--- config.mk ---
export PLATFORM = sky130hd
export DESIGN_NAME = seven_seg_ctrl_flat
export DESIGN_NICKNAME = d
export VERILOG_FILES = /design/src/rtl/seven_seg_ctrl_if.sv /design/src/rtl/seven_seg_ctrl.sv /design/src/flat_wrapper.sv
export SDC_FILE = /design/constraint.sdc
export NUM_CORES = 1
export LEC_CHECK = 0
export CORE_UTILIZATION = 55
export CTS_CLUSTER_DIAMETER = 100
export CTS_CLUSTER_SIZE = 16
export DETAILED_ROUTE_END_ITERATION = 10
export GPL_TIMING_DRIVEN = 0
export PLACE_DENSITY = 0.79
export SKIP_LAST_GASP = 1
export SYNTH_ARGS = -nofsm -noshare
export SYNTH_HDL_FRONTEND = slang
export SYNTH_SLANG_ARGS = --single-unit
--- constraint.sdc ---
create_clock -name clk_i -period 4.49 [get_ports clk_i]
set_clock_uncertainty 0.2 [all_clocks]
set_input_delay 0.449 -clock clk_i [delete_from_list [all_inputs] [get_ports clk_i]]
set_output_delay 0.449 -clock clk_i [all_outputs]
set_load 0.1 [all_outputs]
--- src/rtl/seven_seg_ctrl_if.sv ---
// Request side of the seven-segment controller: value, format flags and valid/ready handshake.
// The master (LSU display register) drives the request; the slave (controller) answers ready.
interface seven_seg_ctrl_if #(
    parameter int DATA_W = 32
) ();
    logic [DATA_W-1:0] data;
    logic              mode;
    logic              blank;
    logic              valid;
    logic              ready;

    modport master (output data, mode, blank, valid, input ready);
    modport slave  (input data, mode, blank, valid, output ready);
endinterface

--- src/rtl/seven_seg_ctrl.sv ---
// Registered seven-segment display controller: hex or decimal (sequential double-dabble)
// rendering with leading-zero blanking and overflow dashes, up to eight digits.
module seven_seg_ctrl #(
    parameter int NUM_DIGITS = 8,
    parameter int DATA_W     = 32,
    parameter int ACTIVE_LOW = 1
) (
    input  logic                    clk_i,
    input  logic                    rst_ni,
    seven_seg_ctrl_if.slave         req_if,
    output logic                    done_o,
    output logic                    overflow_o,
    output logic [7*NUM_DIGITS-1:0] hex_o
);
    localparam int BCD_W = 4 * NUM_DIGITS;
    localparam int EXT_W = (DATA_W > BCD_W) ? DATA_W : BCD_W;
    localparam int CNT_W = $clog2(DATA_W + 1);
    localparam logic [6:0] BLANK_SEG = 7'h7F;
    localparam logic [6:0] DASH_SEG  = 7'h3F;
    localparam logic [6:0] BLANK_OUT = (ACTIVE_LOW != 0) ? BLANK_SEG : ~BLANK_SEG;

    typedef enum logic [1:0] {IDLE, CONV, UPDATE} state_e;

    state_e                  state_q;
    logic [CNT_W-1:0]        cnt_q;
    logic [BCD_W-1:0]        bcd_q;
    logic [DATA_W-1:0]       shf_q;
    logic                    blank_q;
    logic                    ovf_q;
    logic [7*NUM_DIGITS-1:0] hex_q, hex_d;
    logic                    done_q;
    logic                    ovf_out_q;

    // Active-low segment pattern, bit 0 = segment a.
    function automatic logic [6:0] seg_lut(input logic [3:0] nib);
        case (nib)
            4'h0: seg_lut = 7'h40;  4'h1: seg_lut = 7'h79;
            4'h2: seg_lut = 7'h24;  4'h3: seg_lut = 7'h30;
            4'h4: seg_lut = 7'h19;  4'h5: seg_lut = 7'h12;
            4'h6: seg_lut = 7'h02;  4'h7: seg_lut = 7'h78;
            4'h8: seg_lut = 7'h00;  4'h9: seg_lut = 7'h10;
            4'hA: seg_lut = 7'h08;  4'hB: seg_lut = 7'h03;
            4'hC: seg_lut = 7'h46;  4'hD: seg_lut = 7'h21;
            4'hE: seg_lut = 7'h06;  default: seg_lut = 7'h0E;
        endcase
    endfunction

    // One double-dabble step: correct nibbles, then shift {bcd, data} left by one.
    logic [BCD_W-1:0]  bcd_adj, bcd_shf;
    logic [DATA_W-1:0] shf_shf;
    logic              shift_out;

    // NOTE: combinational blocks use blocking '=' and assign every output a default first,
    // so no path leaves a variable unassigned and no latch is inferred.
    always_comb begin
        bcd_adj = bcd_q;
        for (int k = 0; k < NUM_DIGITS; k++) begin
            if (bcd_q[4*k +: 4] >= 4'd5) bcd_adj[4*k +: 4] = bcd_q[4*k +: 4] + 4'd3;
        end
        {shift_out, bcd_shf, shf_shf} = {bcd_adj, shf_q, 1'b0};
    end

    // Hex path: nibbles straight from data; any bit above the display width is overflow.
    logic [EXT_W-1:0] data_ext;
    logic [BCD_W-1:0] hex_load;
    logic             hex_ovf;

    always_comb begin
        data_ext = EXT_W'(req_if.data);
        hex_load = data_ext[BCD_W-1:0];
        hex_ovf  = 1'b0;
        for (int i = BCD_W; i < EXT_W; i++) hex_ovf = hex_ovf | data_ext[i];
    end

    // Render digits from the top down so blanking stops at the first nonzero digit.
    logic       leading;
    logic [3:0] nib;
    logic [6:0] code;

    always_comb begin
        hex_d   = '0;
        leading = blank_q;
        nib     = '0;
        code    = BLANK_SEG;
        for (int k = NUM_DIGITS - 1; k >= 0; k--) begin
            nib = bcd_q[4*k +: 4];
            if (ovf_q) begin
                code = DASH_SEG;
            end else if (leading && (k != 0) && (nib == 4'd0)) begin
                code = BLANK_SEG;
            end else begin
                code    = seg_lut(nib);
                leading = 1'b0;
            end
            hex_d[7*k +: 7] = (ACTIVE_LOW != 0) ? code : ~code;
        end
    end

    // NOTE: sequential state uses non-blocking '<=' so every flop samples pre-edge values.
    always_ff @(posedge clk_i or negedge rst_ni) begin
        if (!rst_ni) begin
            state_q   <= IDLE;
            cnt_q     <= '0;
            bcd_q     <= '0;
            shf_q     <= '0;
            blank_q   <= 1'b0;
            ovf_q     <= 1'b0;
            hex_q     <= {NUM_DIGITS{BLANK_OUT}};
            done_q    <= 1'b0;
            ovf_out_q <= 1'b0;
        end else begin
            done_q <= 1'b0;
            case (state_q)
                IDLE: begin
                    if (req_if.valid) begin
                        blank_q <= req_if.blank;
                        if (req_if.mode) begin
                            state_q <= CONV;
                            cnt_q   <= CNT_W'(DATA_W);
                            bcd_q   <= '0;
                            shf_q   <= req_if.data;
                            ovf_q   <= 1'b0;
                        end else begin
                            state_q <= UPDATE;
                            bcd_q   <= hex_load;
                            ovf_q   <= hex_ovf;
                        end
                    end
                end
                CONV: begin
                    bcd_q <= bcd_shf;
                    shf_q <= shf_shf;
                    ovf_q <= ovf_q | shift_out;
                    cnt_q <= cnt_q - CNT_W'(1);
                    if (cnt_q == CNT_W'(1)) state_q <= UPDATE;
                end
                UPDATE: begin
                    hex_q     <= hex_d;
                    ovf_out_q <= ovf_q;
                    done_q    <= 1'b1;
                    state_q   <= IDLE;
                end
                default: state_q <= IDLE;
            endcase
        end
    end

    assign req_if.ready = (state_q == IDLE);
    assign done_o       = done_q;
    assign overflow_o   = ovf_out_q;
    assign hex_o        = hex_q;
endmodule

--- src/flat_wrapper.sv ---
// flat-port wrapper written by rule: the top's interface ports become plain ports
module seven_seg_ctrl_flat 
#(
    parameter int NUM_DIGITS = 8,
    parameter int DATA_W     = 32,
    parameter int ACTIVE_LOW = 1
)
  (clk_i, rst_ni, done_o, overflow_o, hex_o, req_if_data, req_if_mode, req_if_blank, req_if_valid, req_if_ready);
  seven_seg_ctrl_if #(.DATA_W(DATA_W)) req_if_i ();
  input  logic clk_i;
  input  logic rst_ni;
  output logic done_o;
  output logic overflow_o;
  output logic [7*NUM_DIGITS-1:0] hex_o;
  input wire logic [$bits(req_if_i.data)-1:0] req_if_data;
  input wire logic [$bits(req_if_i.mode)-1:0] req_if_mode;
  input wire logic [$bits(req_if_i.blank)-1:0] req_if_blank;
  input wire logic [$bits(req_if_i.valid)-1:0] req_if_valid;
  output wire logic [$bits(req_if_i.ready)-1:0] req_if_ready;
  assign req_if_i.data = req_if_data;
  assign req_if_i.mode = req_if_mode;
  assign req_if_i.blank = req_if_blank;
  assign req_if_i.valid = req_if_valid;
  assign req_if_ready = req_if_i.ready;
  seven_seg_ctrl #(.NUM_DIGITS(NUM_DIGITS), .DATA_W(DATA_W), .ACTIVE_LOW(ACTIVE_LOW)) u_core (.clk_i(clk_i), .rst_ni(rst_ni), .req_if(req_if_i), .done_o(done_o), .overflow_o(overflow_o), .hex_o(hex_o));
endmodule
==> impl_metrics.toml <==
[run_status]
status = "complete, no violations"

[clock_tree]
cts_made_buffers = 17
htreeDepth = 4
clock-sinks = 132
cts_resized = 0
clkTransAtPathRegs_ps = 60
cts_root_buffer = "clkbuf_16"
cts_tree = "yes"
clock_latency_ps = 430
cts.path.max_buffers = 2

[job]
drv_cap = 0

[logic_synthesis]
synth_cells = 858
ys_ff_latch = 132
async_reset_ff_frac = 1.00
synth_area_um2 = 8210
yosysSeqAreaShare = 0.411
synth_edf_count = 0
synth_nets = 945
synth.distinct_cells = 56
synth_top_flop_cell = "dfrtp_1"
ys.warnings.count = 0
avgSynthCellArea_um2 = 9.57

[critical_path]
cpPeakStageDelay_ps = 1140
cp-end-kind = "output pin"
r2r-start = "u_core.bcd_q[28]$_DFFE_PN0P_"
crit_required_ps = 3840
rrSetupSlack_ps = 1850
crit_slowest_cell = "clkdlybuf4s50_1"
crit_arrival_ps = 2280
path_cells = "buf_2 > nor2_1 > clkdlybuf4s50_1"
crit_start = "u_core.state_q[0]$_DFFE_PN0P_"
criticalPathCategory = "flop to output pin"
startpoint_type = "flop"
cp_max_fo = 10

[timing]
achievable-frequency_ghz = 0.342
setup_viol = 0
finalCritPeriodShare = 0.652
slew_headroom = 0.344
slew_violations = 0
tightest_slew_ps = 982
setup_tns_ps = 0
fin_crit_ps = 2930
hold_viol = 0
rsz0062_at_grt = "false"

[floorplanning]
core_um2 = 14500
dieArea_um2 = 15400
die_w_um = 124
initial_core_util = 0.565
fp.dieH_um = 124
ios = 96
fp-row-count = 44

[grt]
grt_overflow = 0
grt_pass1_vias = 6532
grt_max_degree = 101
track_usage = 0.300
grt_pass1_wl_um = 34400
antenna_found_initial = 0

[final_layout]
drive_gt1_frac = 0.143
final_net_count = 1061
final_cell_mix = "109 x o21ai_0, 94 x clkdlybuf4s50_1, 76 x nand2_1, 76 x dfrtp_1, 59 x a21oi_1"
area_growth_pct = 22.9
final_common_cell = "o21ai_0"
n_antenna_cell = 0
final_cells = 1171

[placement]
routabilityCongestion = 0.905
port-buffer-count = 95
hpwl_um = 15200
place_inst = 1138

[drt]
wl_per_cell_um = 18.7
drc = 0
drtPass1Iterations = 7
via_per_inst = 6.01
drt_wl_total_um = 21900
ant_nets = 0
vias = 7034
initialDrtViolationCount = 749

[hold_path]
hold_class = "primary input to asynchronous set/reset pin"
-- stage by stage --
step                setup WS (ps)   util  instance area, um^2  hold slack, ps
floorplan                    2070      -                 8210           -46.6
detailed placement           1770  0.648                 9420             151
global route                 1510  0.694                10100             302
finish                       1560  0.694                10100             264
CTS                          1570  0.694                10100             271
global placement            -2400  0.646                 9390             256
-- cells in the mapped netlist (5+ instances only) --
cell type / instances / area (um^2)
and2_1: 15 / 93.8
ha_1: 50 / 626
a22o_1: 7 / 61.3
nand3b_1: 5 / 37.5
dfrtp_1: 76 / 1900
nor2b_1: 12 / 75.1
o31ai_1: 8 / 60.1
nand3_1: 10 / 50.1
nor3_1: 8 / 40.0
a21oi_1: 59 / 295
nor4b_1: 6 / 52.6
inv_1: 35 / 131
a21o_1: 5 / 37.5
o21ai_0: 109 / 546
mux2i_1: 55 / 551
a32oi_1: 10 / 87.6
a22oi_1: 5 / 37.5
dfstp_2: 56 / 1470
nor2_1: 35 / 131
o22a_1: 36 / 315
mux2_2: 7 / 78.8
a31oi_1: 18 / 113
buf_2: 18 / 90.1
clkbuf_1: 42 / 158
nand2b_1: 17 / 106
nand2_1: 76 / 285
xnor2_1: 13 / 114
mux4_2: 5 / 113
-- metal layers --
metal / GRT usage / vias to the layer above / wire length, um
li1: - / 3332 / -
met5: 0 / - / 0
met4: 0.117 / 0 / 528
met2: 0.472 / 261 / 10300
met1: 0.402 / 3395 / 9710
met3: 0.0646 / 46 / 1360
-- worst max-delay path, delay by kind of cell (launching register included) --
kind | cells | cell delay [ps]
buffers and inverters | 2 | 1330
DFF | 1 | 360
and+or+nand+nor | 1 | 150
-- state kept, by name (all words and copies together) (netlist names) --
register / flops
u_core.blank_q: 1
u_core.overflow_o: 1
u_core.bcd_q: 32
u_core.state_q: 2
u_core.done_o: 1
u_core.hex_o: 56
u_core.cnt_q: 6
u_core.shf_q: 32
u_core.ovf_q: 1
-- what timing repair did --
action	CTS	global route
setup buffers	0	0
endpoints found under the hold margin	32	0
hold buffers	1	0
endpoints found under the setup margin	0	0
-- cell type report --
cell class,count,area (um^2)
inverters,35,131
flip-flops and latches,132,3370
clock inverters,13,205
fillers,1129,4450
well taps,184,230
clock buffers,19,453
plain buffers,69,305
multi-input cells,622,4400
repair buffers,97,990
-- path summary, 6_finish.rpt --
path | endpoint | depth (start not counted)
setup / recovery | req_if_ready | 3
hold / removal | u_core.done_o$_DFF_PN0_ | 2
setup reg to reg | u_core.hex_o[11]$_DFFE_PN1P_ | 6
hold reg to reg | u_core.shf_q[21]$_DFFE_PN0P_ | 2
max in group asynchronous | u_core.hex_o[8]$_DFFE_PN1P_ | 3
min in group clk_i | u_core.shf_q[21]$_DFFE_PN0P_ | 2
-- cells by family (layout without fill, tap and decap cells) --
kind of cell / after synthesis / after routing / synth area share
simple gates: 198 / 198 / 0.122
mux: 67 / 67 / 0.0904
flops: 132 / 132 / 0.411
buf+inv: 104 / 233 / 0.0532
compound gates: 294 / 294 / 0.233
fa+ha+maj: 50 / 50 / 0.0762
xor+xnor: 13 / 13 / 0.0139
Power is left out: the tool's default activity adds up to more than one toggle a clock period on the data nets, which glitch-free logic cannot reach.
